`src/rtl/p2_bus_arb_pkg.sv`:
```
// Shared definitions for the P2 bus arbiter: bus widths, FSM encoding, master ids
// and a small width helper used to size the GO-state counter.
package p2_defs;
    localparam int P2_AW = 23;
    localparam int P2_DW = 16;

    typedef enum logic [1:0] {
        ST_IDLE  = 2'd0,
        ST_ISSUE = 2'd1,
        ST_GO    = 2'd2,
        ST_DONE  = 2'd3
    } p2_state_e;

    localparam logic M0 = 1'b0;
    localparam logic M1 = 1'b1;

    // Bits needed to hold the range 0..max_val (never less than one).
    function automatic int cnt_width(input int max_val);
        int w;
        w = 1;
        while ((1 << w) <= max_val) w = w + 1;
        return w;
    endfunction
endpackage

```
`src/rtl/p2_bus_arb_rr_arb.sv`:
```
// Two-way round-robin grant: a lone requester wins, a tie goes to the master
// that was not served last.
module p2_rr_arb
    import p2_defs::*;
(
    input  logic req0,
    input  logic req1,
    input  logic last,
    output logic gnt_valid,
    output logic gnt_id
);
    always_comb begin
        gnt_valid = req0 | req1;
        if (req0 && req1) begin
            gnt_id = (last == M0) ? M1 : M0;
        end else begin
            gnt_id = req1 ? M1 : M0;
        end
    end
endmodule

```
`src/rtl/p2_bus_arb.sv`:
```
// P2 bus arbiter and cycle sequencer: shares the bus between m0 and m1 and runs one
// go_n-strobed transfer per grant. Define P2_TIMEOUT_EN to add the stuck-slave timeout.
module p2_bus_arb
    import p2_defs::*;
#(
    parameter int WAIT_SETTLE = 1
`ifdef P2_TIMEOUT_EN
    ,
    parameter int TIMEOUT_CYCLES = 255
`endif
) (
    input  logic             clk,
    input  logic             reset,
    input  logic             m0_req,
    input  logic [P2_AW-1:0] m0_addr,
    input  logic             m0_rw_n,
    input  logic             m0_wel_n,
    input  logic             m0_weu_n,
    input  logic [P2_DW-1:0] m0_wdata,
    output logic             m0_ack,
    output logic [P2_DW-1:0] m0_rdata,
    output logic             m0_err,
    input  logic             m1_req,
    input  logic [P2_AW-1:0] m1_addr,
    input  logic             m1_rw_n,
    input  logic             m1_wel_n,
    input  logic             m1_weu_n,
    input  logic [P2_DW-1:0] m1_wdata,
    output logic             m1_ack,
    output logic [P2_DW-1:0] m1_rdata,
    output logic             m1_err,
    output logic [P2_AW-1:0] p2_addr,
    output logic             p2_rw_n,
    output logic             p2_wel_n,
    output logic             p2_weu_n,
    output logic             p2_go_n,
    input  logic             p2_wait_n,
    output logic [P2_DW-1:0] p2_datao,
    input  logic [P2_DW-1:0] p2_datai
);
`ifdef P2_TIMEOUT_EN
    localparam int CNT_MAX = (TIMEOUT_CYCLES > WAIT_SETTLE) ? TIMEOUT_CYCLES : WAIT_SETTLE;
`else
    localparam int CNT_MAX = WAIT_SETTLE;
`endif
    localparam int CNT_W = cnt_width(CNT_MAX);
    localparam logic [CNT_W-1:0] SETTLE_VAL = CNT_W'(WAIT_SETTLE);
    localparam logic [CNT_W-1:0] CNT_SAT    = CNT_W'(CNT_MAX);
`ifdef P2_TIMEOUT_EN
    localparam logic [CNT_W-1:0] TIMEOUT_VAL = CNT_W'(TIMEOUT_CYCLES);
`endif

    logic [P2_AW-1:0] addr_v  [2];
    logic             rw_n_v  [2];
    logic             wel_n_v [2];
    logic             weu_n_v [2];
    logic [P2_DW-1:0] wdata_v [2];

    assign addr_v[0]  = m0_addr;
    assign addr_v[1]  = m1_addr;
    assign rw_n_v[0]  = m0_rw_n;
    assign rw_n_v[1]  = m1_rw_n;
    assign wel_n_v[0] = m0_wel_n;
    assign wel_n_v[1] = m1_wel_n;
    assign weu_n_v[0] = m0_weu_n;
    assign weu_n_v[1] = m1_weu_n;
    assign wdata_v[0] = m0_wdata;
    assign wdata_v[1] = m1_wdata;

    p2_state_e        state_q, state_d;
    logic             gnt_q, gnt_d;
    logic             last_q, last_d;
    logic [CNT_W-1:0] cnt_q, cnt_d;
    logic [P2_AW-1:0] addr_q, addr_d;
    logic             rw_n_q, rw_n_d;
    logic [P2_DW-1:0] datao_q, datao_d;
    logic             lat_wel_n_q, lat_wel_n_d;
    logic             lat_weu_n_q, lat_weu_n_d;
    logic             go_n_q, go_n_d;
    logic             wel_n_q, wel_n_d;
    logic             weu_n_q, weu_n_d;
    logic             to_done;
    logic             timeout_hit;
    logic             arb_valid, arb_id;

    p2_rr_arb u_rr_arb (
        .req0      (m0_req),
        .req1      (m1_req),
        .last      (last_q),
        .gnt_valid (arb_valid),
        .gnt_id    (arb_id)
    );

    always_comb begin
        state_d     = state_q;
        gnt_d       = gnt_q;
        last_d      = last_q;
        cnt_d       = cnt_q;
        addr_d      = addr_q;
        rw_n_d      = rw_n_q;
        datao_d     = datao_q;
        lat_wel_n_d = lat_wel_n_q;
        lat_weu_n_d = lat_weu_n_q;
        to_done     = 1'b0;
        timeout_hit = 1'b0;
        case (state_q)
            ST_IDLE: begin
                if (arb_valid) begin
                    gnt_d       = arb_id;
                    addr_d      = addr_v[arb_id];
                    rw_n_d      = rw_n_v[arb_id];
                    datao_d     = wdata_v[arb_id];
                    lat_wel_n_d = wel_n_v[arb_id];
                    lat_weu_n_d = weu_n_v[arb_id];
                    state_d     = ST_ISSUE;
                end
            end
            ST_ISSUE: begin
                cnt_d   = '0;
                state_d = ST_GO;
            end
            ST_GO: begin
                if (cnt_q != CNT_SAT) cnt_d = cnt_q + CNT_W'(1);
                // Slave wait is only trusted once its decode has had time to settle.
                if (cnt_q >= SETTLE_VAL && p2_wait_n) begin
                    to_done = 1'b1;
                    state_d = ST_DONE;
                end
`ifdef P2_TIMEOUT_EN
                else if (cnt_q == TIMEOUT_VAL) begin
                    to_done     = 1'b1;
                    timeout_hit = 1'b1;
                    state_d     = ST_DONE;
                end
`endif
            end
            ST_DONE: begin
                last_d  = gnt_q;
                state_d = ST_IDLE;
            end
            default: state_d = ST_IDLE;
        endcase
    end

    // Bus strobes are derived from the next state so they leave a flop cleanly.
    always_comb begin
        go_n_d  = (state_d != ST_GO);
        wel_n_d = 1'b1;
        weu_n_d = 1'b1;
        if (state_d == ST_GO && !rw_n_d) begin
            wel_n_d = lat_wel_n_d;
            weu_n_d = lat_weu_n_d;
        end
    end

    always_ff @(posedge clk) begin
        if (reset) begin
            state_q     <= ST_IDLE;
            gnt_q       <= M0;
            last_q      <= M1;
            cnt_q       <= '0;
            addr_q      <= '0;
            rw_n_q      <= 1'b1;
            datao_q     <= '0;
            lat_wel_n_q <= 1'b1;
            lat_weu_n_q <= 1'b1;
            go_n_q      <= 1'b1;
            wel_n_q     <= 1'b1;
            weu_n_q     <= 1'b1;
        end else begin
            state_q     <= state_d;
            gnt_q       <= gnt_d;
            last_q      <= last_d;
            cnt_q       <= cnt_d;
            addr_q      <= addr_d;
            rw_n_q      <= rw_n_d;
            datao_q     <= datao_d;
            lat_wel_n_q <= lat_wel_n_d;
            lat_weu_n_q <= lat_weu_n_d;
            go_n_q      <= go_n_d;
            wel_n_q     <= wel_n_d;
            weu_n_q     <= weu_n_d;
        end
    end

    logic [1:0]       ack_out;
    logic [1:0]       err_out;
    logic [P2_DW-1:0] rdata_out [2];

    for (genvar gi = 0; gi < 2; gi++) begin : g_master
        logic             ack_q, ack_d;
        logic             err_q, err_d;
        logic [P2_DW-1:0] rdata_q, rdata_d;

        // Read data is taken on the edge that ends GO so it lines up with the ack.
        always_comb begin
            ack_d   = to_done && (gnt_q == 1'(gi));
            err_d   = ack_d && timeout_hit;
            rdata_d = rdata_q;
            if (ack_d) begin
                if (timeout_hit) begin
                    rdata_d = '1;
                end else if (rw_n_q) begin
                    rdata_d = p2_datai;
                end
            end
        end

        always_ff @(posedge clk) begin
            if (reset) begin
                ack_q   <= 1'b0;
                err_q   <= 1'b0;
                rdata_q <= '0;
            end else begin
                ack_q   <= ack_d;
                err_q   <= err_d;
                rdata_q <= rdata_d;
            end
        end

        assign ack_out[gi]   = ack_q;
        assign err_out[gi]   = err_q;
        assign rdata_out[gi] = rdata_q;
    end

    assign m0_ack   = ack_out[0];
    assign m1_ack   = ack_out[1];
    assign m0_err   = err_out[0];
    assign m1_err   = err_out[1];
    assign m0_rdata = rdata_out[0];
    assign m1_rdata = rdata_out[1];

    assign p2_addr  = addr_q;
    assign p2_rw_n  = rw_n_q;
    assign p2_datao = datao_q;
    assign p2_go_n  = go_n_q;
    assign p2_wel_n = wel_n_q;
    assign p2_weu_n = weu_n_q;
endmodule

```
`config.mk`:
```
export PLATFORM = sky130hd
export DESIGN_NAME = p2_bus_arb
export DESIGN_NICKNAME = d
export VERILOG_FILES = /design/src/rtl/p2_bus_arb_pkg.sv /design/src/rtl/p2_bus_arb_rr_arb.sv /design/src/rtl/p2_bus_arb.sv
export SDC_FILE = /design/constraint.sdc
export NUM_CORES = 1
export LEC_CHECK = 0
export ABC_AREA = 1
export ABC_CLOCK_PERIOD_IN_PS = 1960
export BUFFER_PORTS_ARGS = -buffer_cell sky130_fd_sc_hd__buf_4
export CELL_PAD_IN_SITES_DETAIL_PLACEMENT = 1
export CELL_PAD_IN_SITES_GLOBAL_PLACEMENT = 2
export CORE_ASPECT_RATIO = 0.9
export CORE_UTILIZATION = 24
export CTS_CLUSTER_DIAMETER = 150
export CTS_CLUSTER_SIZE = 14
export DETAILED_ROUTE_END_ITERATION = 8
export PLACE_DENSITY = 0.84
export SYNTH_ARGS = -nofsm -noshare
export SYNTH_HDL_FRONTEND = slang
export SYNTH_HIERARCHICAL = 1
export SYNTH_SLANG_ARGS = --single-unit
```
`constraint.sdc`:
```
create_clock -name clk -period 1.96 [get_ports clk]
set_input_delay 0.49 -clock clk [delete_from_list [all_inputs] [get_ports clk]]
set_output_delay 0.49 -clock clk [all_outputs]
set_load 0.01 [all_outputs]
```
==> results by group, run 1 <==
Worst setup path
  • Worst path buffer plus inverter count: 3
  • CP top delay family: buffers and inverters
  • Req. time, crit path: 2.19 ns
  • Worst Path Max Fanout: 32
  • Critical Path Sink Type: register
  • Critical Path End: m1_rdata[12]$_SDFFE_PP0P_
  • RR Endpoint: m1_rdata[12]$_SDFFE_PP0P_
  • Worst Setup SP: state_q[0]$_SDFF_PP0_
  • Critical path, cell by cell: inv_1 -> ha_1 -> inv_2 -> nor2_4 -> buf_4 -> nand4_1 -> nand2_1 -> nor2_1
  • Max incr delay on CP: 0.33 ns
  • Setup crit start kind: register
  • WP depth: 8
  • CP Data Arrival Time: 1.83 ns
  • R2r setup slk: 0.35 ns
  • R2R depth: 8
  • CP Class: register to register
  • Crit-path slowest cell: dfxtp_1
  • Start of the worst register-to-register path: state_q[0]$_SDFF_PP0_

Timing
  • Least-Margin Pin Slew: 0.552 ns
  • Skew final: 0.00766 ns
  • # setup viols final: 0
  • Unrepaired setup endpoints after global routing: no
  • Peak Freq: 623 MHz
  • Final period util: 81.9%
  • Final hold violations: 0
  • Setup TNS: 0 ns
  • Worst slew margin: 63.1%
  • Final WS setup: 0.354 ns
  • Slew Limit Fails: 0
  • Tmin final: 1.61 ns

Yosys
  • Largest cells by area after synthesis: dfxtp_1 44%, nand2_1 12%, o211ai_1 7.7%
  • Cell with the most instances after synthesis: nand2_1
  • Synth cell count leaders: 124 x nand2_1, 84 x dfxtp_1, 67 x nor2_1
  • Seq cells post-synth: 84
  • Adder-Cell Fraction of Synth Area: 1.32%
  • Xor/xnor share of the synthesized area: 0%
  • Yosys top cell by area: dfxtp_1
  • Compound-Gate Fraction of Synth Area: 9.31%
  • Mean post-synth cell area: 7.28 um2
  • Cells after synthesis: 521
  • Post-synthesis mux area share: 0%
  • Netlist cell types: 24
  • Yosys warns: 6
  • Number of flops mapped to enable cells by yosys: 0
  • Yosys top cell area share: 44.4%
  • Seq/Total Area, Yosys: 44.4%
  • Synthesized area: 0.00379 mm2
  • Main combinational cell family by area after synthesis: simple AND/OR/NAND/NOR gates
  • Top FF cell, synth: dfxtp_1
  • Post-Synth Simple-Gate Area: 32.1%
  • Fraction of registers with async set/reset: 0%

Floorplan
  • Initial core utilization: 24.6%
  • Die height: 121 um
  • Die width: 134 um
  • Core Region: 0.0154 mm2
  • Num ports: 184
  • DIE AREA: 0.0163 mm2
  • # rows: 43

Flow run
  • Max_cap viols: 0

Power and ir drop
  • Gate power share: 27.1%
  • Switch share: 31.8%
  • Leakage: 2.83 nW
  • Sequential power share: 39.8%
  • Clock power frac: 33.1%
  • Peak VDD IR: 0.426 mV
  • Pint: 3.56 mW
  • Net switching power: 1.66 mW
  • Power Dens Cells: 931 mW/mm2

Clocking
  • CTS clk-pin slew, worst paths: 0.07 ns
  • Post-CTS Hold Buffers: 0
  • H-tree levels: 3
  • # clock sinks: 84
  • CTS tree: done
  • Clock insertion delay at the later pin of the skew report: 0.34 ns
  • Clock root cell: clkbuf_16
  • Max Buffers Root-to-Sink: 2
  • Post-CTS Setup Bufs: 0
  • CTS resizes: 0
  • CTS Buf Count: 9

Place
  • HPWL Detailed: 9590 um
  • Cell total after placement: 876
  • Pre-CTS setup slack: 0.181 ns
  • Placed instance area: 0.00531 mm2
  • Port Buf Inserts: 181
  • RePlAce Congestion: 0.787

Finish
  • Non-Filler Instances: 892
  • Util after Layout: 36.3%
  • Fin area: 0.00561 mm2
  • Layout cell share with drive strength beyond 1: 34.3%
  • Number of antenna diodes: 0
  • Fin nets: 794
  • Area of the multi-input gates: 0.00164 mm2
  • Synth-to-layout area growth: 48.0%
  • Register Area: 0.00168 mm2
  • Fillers: 1,919

Global route
  • Largest net degree at the start of global routing: 45
  • GRT overflow: 0
  • Gr usage total: 15.7%
  • Initial antenna violation count: 0
  • First-pass GRT wire length: 20,000 um
  • Number of global-route vias before repair: 4,031

Worst hold path
  • Min-Delay Path Class: primary input to register

Route
  • Initial DRC Count: 111
  • Remaining DRCs: 0
  • Routed wire length: 12,600 um
  • Vias: 3,930
  • DR pass1 iterations: 4
  • Drt via density: 4.41
  • DR WL/cell: 14.2 um
  • Number of routed nets with antenna violations: 0

Status
  • Status: completed
[final cells by class]
| cell class | instances | share of cell area (%) |
|---|---|---|
| flip-flops and latches | 84 | 30.0 |
| multi-input cells | 331 | 29.2 |
| repair buffers | 192 | 26.4 |
| clock inverters | 7 | 1.36 |
| clock buffers | 9 | 4.02 |
| well taps | 202 | 4.51 |
| inverters | 67 | 4.57 |
[cells by family (layout without fill, tap and decap cells)]
kind of cell,after synthesis,after routing
and+or+nand+nor,274,274
other,1,2
DFF,84,84
AOI/OAI and AO/OA,51,51
adders and majority gates,4,4
buffers and inverters,107,275
[placed cells by master (no fill, tap or decap), drive strengths merged, types with 5 or more instances in the layout]
cell type / synthesis / layout
a21oi: 5 / 5
buf: 30 / 192
clkbuf: 10 / 9
dfxtp: 84 / 84
inv: 67 / 68
nand2: 124 / 124
nand3: 45 / 45
nand4: 34 / 34
nor2: 70 / 70
o211ai: 39 / 39
o21ai: 7 / 7
[through the flow]
stage	power (mW)	hold slack, ns
2_1_floorplan	2.86	0.436
3_3_place_gp	3.50	0.454
3_5_place_dp	3.54	0.478
4_1_cts	5.32	0.336
5_1_grt	5.56	0.345
6_report	5.22	0.356
[state kept, by name, indices dropped and copies added, names as in the netlist, 2 cells and up]
register and flops:
m0_rdata 16, state_q 2, p2_datao 16, p2_addr 23
m1_rdata 16
[power groups by stage]
stage | logic, mW | registers [mW] | clock network, mW
2_1_floorplan | 0.700 | 2.16 | 0
3_3_place_gp | 1.39 | 2.11 | 0
3_5_place_dp | 1.43 | 2.11 | 0
4_1_cts | 1.43 | 2.08 | 1.80
5_1_grt | 1.57 | 2.11 | 1.88
6_report | 1.41 | 2.08 | 1.73
[how the worst min path moves through the flow]
stage | start | endpoint | depth (start not counted)
after detailed placement | m0_rdata[12]$_SDFFE_PP0P_ | m0_rdata[12]$_SDFFE_PP0P_ | 2
after global routing | reset | m0_ack$_SDFF_PP0_ | 2
after floorplan | lat_wel_n_q$_SDFF_PP1_ | lat_wel_n_q$_SDFF_PP1_ | 2
after global placement | lat_wel_n_q$_SDFF_PP1_ | lat_wel_n_q$_SDFF_PP1_ | 2
final | reset | m0_ack$_SDFF_PP0_ | 2
after CTS | reset | m0_ack$_SDFF_PP0_ | 2
[layer usage]
metal	vias up	track usage (%)	wire length [um]
met4	0	3.58	103
met1	1800	18.8	5520
met2	118	26.0	5920
li1	2005	-	-
met3	7	6.68	1080
met5	-	0	0
No activity file was read; power rests on OpenSTA's default activity.
==> inputs of run 2 (changes only) <==
ABC_CLOCK_PERIOD_IN_PS = 1600   (was 1960)
clock period = 1.6 ns   (was 1.96 ns; I/O delays follow)
==> run 2 against run 1 <==
Utilization increased by 0.92 points. First-iteration DRC count increased by 34%. Worst setup slack got worse by 0.23 ns. Non-clock buffer count is 9 higher. Fmax rose by 8.9%. Die area unchanged. Sequential cell count unchanged. Largest cell class unchanged. Largest power group unchanged.
==> results by group, run 2 (synthesis gave the netlist of run 1 again) <==
Route
  • Vias: 4,033 (+2.6%)
  • Routed wire length: 13,100 um (+3.9%)
  • Number of routed nets with antenna violations: 0 (unchanged)
  • DR WL/cell: 14.6 um (+3.1%)
  • Remaining DRCs: 0 (unchanged)
  • DR pass1 iterations: 4 (unchanged)
  • Drt via density: 4.49 (+1.8%)
  • Initial DRC Count: 149 (+34%)

Timing
  • Slew Limit Fails: 0 (unchanged)
  • Skew final: 0.00913 ns (+0.00147 ns)
  • Final hold violations: 0 (unchanged)
  • Unrepaired setup endpoints after global routing: no
  • Tmin final: 1.48 ns (-0.131 ns)
  • Peak Freq: 678 MHz (+8.9%)
  • Worst Hold Slack: 0.273 ns (-0.0831 ns)
  • Final period util: 92.2% (+10 points)
  • Setup TNS: 0 ns (unchanged)
  • # setup viols final: 0 (unchanged)

Worst setup path
  • Critical Path Sink Type: register
  • R2R depth: 7 (-1)
  • Setup crit start kind: register
  • CP Class: register to register
  • Critical path, cell by cell: inv_1 -> ha_1 -> nand2_2 -> clkinv_4 -> clkbuf_16 -> o211ai_1 -> inv_2
  • CP Data Arrival Time: 1.71 ns (-0.12 ns)
  • Crit-path slowest cell: dfxtp_1
  • Max incr delay on CP: 0.36 ns (+0.03 ns)
  • Req. time, crit path: 1.83 ns (-0.36 ns)
  • Worst Path Max Fanout: 26 (-19%)

Floorplan
  • # rows: 43 (unchanged)
  • Die height: 121 um (unchanged)
  • DIE AREA: 0.0163 mm2 (unchanged)
  • Initial core utilization: 24.6% (unchanged)
  • Die width: 134 um (unchanged)
  • Num ports: 184 (unchanged)
  • Core Region: 0.0154 mm2 (unchanged)

Finish
  • Register Area: 0.00168 mm2 (about the same)
  • Fin nets: 803 (+1.1%)
  • Most frequent cells in the layout: 192 x buf_4, 123 x nand2_1, 83 x dfxtp_1
  • Util after Layout: 37.2% (+0.92 points)
  • Most common cell after layout, fill and taps aside: buf_4
  • Area of the multi-input gates: 0.00165 mm2 (+0.99%)
  • Fillers: 1,907 (-0.63%)
  • Largest register FFs: 23 (unchanged)
  • Synth-to-layout area growth: 51.7%
  • Layout cell share with drive strength beyond 1: 35.6% (+1.2 points)
  • Number of antenna diodes: 0 (unchanged)
  • Non-Filler Instances: 899 (+0.78%)

Power and ir drop
  • Peak VDD IR: 0.483 mV (+13%)
  • Total power: 6.45 mW (+24%)
  • Power Dens Cells: 1120 mW/mm2 (+21%)
  • Leakage: 2.89 nW (+2.3%)

Clocking
  • CTS clk-pin slew, worst paths: 0.06 ns (about the same)
  • H-tree levels: 3 (unchanged)
  • Clock insertion delay at the later pin of the skew report: 0.34 ns (about the same)
  • Post-CTS Hold Buffers: 0 (unchanged)
  • Max Buffers Root-to-Sink: 2 (unchanged)
  • Clock root cell: clkbuf_16
  • CTS tree: done
  • # clock sinks: 84 (unchanged)
  • CTS Buf Count: 9 (unchanged)

Place
  • RePlAce Congestion: 0.790 (+0.37%)
  • Port Buf Inserts: 181 (unchanged)
  • Cell total after placement: 880 (+0.46%)
  • HPWL Detailed: 9840 um (+2.7%)

Flow run
  • Max_cap viols: 0 (unchanged)

Worst hold path
  • WHS Path Cells: 2 (unchanged)
  • Min-Delay Path Class: primary input to register

Global route
  • Initial antenna violation count: 0 (unchanged)
  • Largest net degree at the start of global routing: 53 (+18%)
  • GRT overflow: 0 (unchanged)
  • First-pass GRT wire length: 20,800 um (+3.9%)
  • Gr usage total: 16.4% (+0.64 points)
  • Number of global-route vias before repair: 4,193 (+4.0%)

Status
  • Status: completed
run 2: cell types whose count changed in the layout (fill, tap and decap cells not counted), moves of 2 or more:
cell        delta
o21ai_2        +3
clkbuf_16      +2
clkbuf_1       +2
o21ai_1        -3
clkinvlp_4     -2
buf_12         +3
buf_4          +3
run 2: metrics by stage:
stage	setup WS [ns]	instance area, um2
after floorplan	0.205	3790
after global placement	0.0788	5350
after detailed placement	0.00889	5350
after CTS	0.00406	5650
after global routing	0.000482	5750
final	0.125	5750
run 2: repair_timing:
| item | 4_1_cts | 5_1_grt |
|---|---|---|
| gates cloned | 0 | 2 |
| endpoints found under the setup margin | 3 | 28 |
| gates resized for setup | 0 | 10 |
| setup buffers | 2 | 1 |
| pin swaps | 1 | 1 |
run 2: final timing paths:
kind / from / end / slack, ns
hold reg to reg: lat_wel_n_q$_SDFF_PP1_ / lat_wel_n_q$_SDFF_PP1_ / 0.46
hold / removal: reset / m0_ack$_SDFF_PP0_ / 0.27
setup / recovery: state_q[0]$_SDFF_PP0_ / p2_addr[1]$_SDFFE_PP0P_ / 0.12
setup reg to reg: state_q[0]$_SDFF_PP0_ / p2_addr[1]$_SDFFE_PP0P_ / 0.12
run 2: metal layers:
| metal | share of wire (%) | track usage [%] | up-vias |
|---|---|---|---|
| met5 | 0 | 0 | - |
| met4 | 0.78 | 3.37 | 0 |
| met3 | 8.8 | 7.31 | 8 |
| met2 | 48 | 28.2 | 123 |
| met1 | 43 | 18.6 | 1888 |
| li1 | - | - | 2014 |
run 2: area by class of cell:
| class | instances | area share (%) |
|---|---|---|
| tap | 202 | 4.40 |
| timing repair buffer | 201 | 28.3 |
| clock buffer | 11 | 4.05 |
| sequential | 84 | 29.3 |
| clock inverter | 3 | 0.696 |
| multi-input combinational | 331 | 28.8 |
| inverter | 67 | 4.55 |
run 2: worst max-delay path: cells and delay by family, from the launching register on:
family                   cells  cell delay [ns]
buffers and inverters        4             0.48
flip-flops                   1             0.36
adder cells (fa/ha/maj)      1             0.22
AO/OA/AOI/OAI                1             0.20
AND/OR/NAND/NOR              1             0.11
run 2: power by group:
part	internal, mW	leakage, nW	switching [mW]
Sequential	2.36	0.688	0.186
Clock	1.19	0.135	0.810
Combinational	0.888	2.07	1.02
Total	4.44	2.89	2.02
==> inputs of run 3 (changes only) <==
CTS_BUF_LIST = sky130_fd_sc_hd__clkbuf_8   (was not set)
==> run 3 against run 2 <==
Combinational power is essentially flat. First-iteration DRC count shrank 11%. Fmax shrank 1.7%. Clock skew grew 0.0054 ns. Register-to-register slack gained 0.02 ns. Utilization shrank 0.75 points. Worst setup slack lost 0.026 ns. Power shrank 9.0%. Clock power shrank 28%. Critical endpoint is now p2_rw_n. Largest power group unchanged. Highest routed layer unchanged.
==> results by group, run 3 (synthesis gave the netlist of run 1 again) <==
Status
  • Status: completed

Worst setup path
  • CP Class: register to output pin
  • CP top delay family: flip-flops
  • Worst Path Max Fanout: 22 (-15%)
  • R2R depth: 7 (unchanged)
  • Req. time, crit path: 1.20 ns (-0.63 ns)
  • Worst path buffer plus inverter count: 2 (-2)
  • R2r setup slk: 0.14 ns (+0.02 ns)
  • Max incr delay on CP: 0.38 ns (+0.02 ns)
  • RR Endpoint: p2_weu_n$_SDFF_PP1_
  • Worst Setup SP: p2_rw_n$_SDFF_PP1_
  • Start of the worst register-to-register path: state_q[1]$_SDFF_PP0_
  • Critical path, cell by cell: buf_6 -> buf_4
  • Crit-path slowest cell: dfxtp_2
  • Setup crit start kind: register
  • Critical Path Sink Type: output pin
  • CP Data Arrival Time: 1.10 ns (-0.61 ns)

Power and ir drop
  • Peak VDD IR: 0.358 mV (-26%)
  • Power Dens Cells: 1040 mW/mm2 (-7.1%)
  • Leakage: 2.85 nW (-1.6%)

Worst hold path
  • WHS Path Cells: 2 (unchanged)
  • WHS Endpoint: m0_ack$_SDFF_PP0_
  • Worst Hold Launch: reset
  • Min-Delay Path Class: primary input to register

Floorplan
  • Die height: 121 um (unchanged)
  • Core Region: 0.0154 mm2 (unchanged)
  • Die width: 134 um (unchanged)
  • # rows: 43 (unchanged)
  • Initial core utilization: 24.6% (unchanged)
  • DIE AREA: 0.0163 mm2 (unchanged)
  • Num ports: 184 (unchanged)

Timing
  • Tmin final: 1.50 ns (+0.0260 ns)
  • Slew Limit Fails: 0 (unchanged)
  • Peak Freq: 666 MHz (-1.7%)
  • # setup viols final: 0 (unchanged)
  • Final hold violations: 0 (unchanged)
  • Skew final: 0.0145 ns (+0.00541 ns)
  • Setup TNS: 0 ns (unchanged)
  • Final period util: 93.8% (+1.6 points)
  • Unrepaired setup endpoints after global routing: no

Finish
  • Most frequent cells in the layout: 191 x buf_4, 123 x nand2_1, 82 x dfxtp_1
  • Fin area: 0.00564 mm2 (-2.0%)
  • Fillers: 1,915 (+0.42%)
  • Synth-to-layout area growth: 48.6%
  • Number of antenna diodes: 0 (unchanged)
  • Largest register FFs: 23 (unchanged)
  • Layout cell share with drive strength beyond 1: 35.5% (-0.093 points)
  • Register Area: 0.00168 mm2 (about the same)
  • Most common cell after layout, fill and taps aside: buf_4
  • Fin nets: 802 (-0.12%)
  • Area of the multi-input gates: 0.00165 mm2 (-0.23%)

Place
  • Port Buf Inserts: 181 (unchanged)
  • Placed instance area: 0.00535 mm2 (unchanged)
  • HPWL Detailed: 9840 um (unchanged)
  • RePlAce Congestion: 0.790 (unchanged)

Clocking
  • Clock insertion delay at the later pin of the skew report: 0.37 ns (+0.03 ns)
  • CTS Buf Count: 9 (unchanged)
  • # clock sinks: 84 (unchanged)
  • Clock root cell: clkbuf_8
  • H-tree levels: 3 (unchanged)
  • CTS tree: done
  • Max Buffers Root-to-Sink: 2 (unchanged)
  • CTS clk-pin slew, worst paths: 0.08 ns (+0.02 ns)

Route
  • Remaining DRCs: 0 (unchanged)
  • DR pass1 iterations: 4 (unchanged)
  • Vias: 4,013 (-0.50%)
  • Routed wire length: 13,000 um (-0.84%)
  • DR WL/cell: 14.5 um (-0.73%)
  • Drt via density: 4.47 (-0.39%)
  • Initial DRC Count: 132 (-11%)
  • Number of routed nets with antenna violations: 0 (unchanged)

Global route
  • First-pass GRT wire length: 20,700 um (-0.23%)
  • Largest net degree at the start of global routing: 53 (unchanged)
  • Number of global-route vias before repair: 4,163 (-0.72%)
  • Initial antenna violation count: 0 (unchanged)
  • GRT overflow: 0 (unchanged)
  • Gr usage total: 16.3% (-0.045 points)

Flow run
  • Max_cap viols: 0 (unchanged)
-- run 3: per-stage QoR --
| stage | worst slack, ns | power, mW | std cells | utilization [%] | hold slack, ns |
|---|---|---|---|---|---|
| 3_3_place_gp | 0.0788 | 4.32 | 880 | 34.6 | 0.445 |
| 4_1_cts | 0.0161 | 5.86 | 895 | 35.9 | 0.210 |
| 2_1_floorplan | 0.205 | 3.50 | 522 | - | 0.436 |
| 3_5_place_dp | 0.00889 | 4.38 | 880 | 34.6 | 0.465 |
| 5_1_grt | 0.00659 | 6.29 | 898 | 36.5 | 0.205 |
| 6_report | 0.0989 | 5.88 | 898 | 36.5 | 0.250 |
-- run 3: area by class of cell --
type	instances	share of cell area [%]
Clock inverter	5	0.844
Clock buffer	9	2.20
Inverter	67	4.64
Multi-Input combinational cell	331	29.3
Tap cell	202	4.48
Sequential cell	84	29.9
Timing Repair Buffer	200	28.7
-- run 3: per-layer routing --
layer	routed length, um	share of wire [%]	global-route usage (%)
met1	5470	42	18.7
met4	105	0.81	3.58
met5	0	0	0
met2	6180	48	27.8
met3	1250	9.6	7.31
-- run 3: what timing repair did --
action                     CTS  global route
gates cloned                 0             2
pin swaps                    1             1
hold buffers                 0             0
resized for setup            1             8
setup endpoints to repair    4            33
buffers inserted             1             1
-- run 3: power by group --
part,internal [mW],total (mW),leakage (nW),switching (mW)
logic,0.884,1.90,2.06,1.02
clock network,0.689,1.43,0.0973,0.743
registers,2.36,2.54,0.688,0.185
total,3.93,5.88,2.85,1.95
-- run 3: worst max-delay path by stage --
stage / endpoint / cells past startpoint
2_1_floorplan: p2_addr[0]$_SDFFE_PP0P_ / 7
3_3_place_gp: p2_addr[11]$_SDFFE_PP0P_ / 8
3_5_place_dp: m1_rdata[7]$_SDFFE_PP0P_ / 6
4_1_cts: p2_rw_n / 2
5_1_grt: p2_rw_n / 2
6_report: p2_rw_n / 2
-- run 3: worst register-to-register path: stages, from the launching register on --
cell and delay, ns:
dfxtp_1 0.38, inv_1 0.08, ha_1 0.20, nand2_2 0.11, clkinv_4 0.11, clkbuf_16 0.19, o21ai_1 0.17, nand3_1 0.10
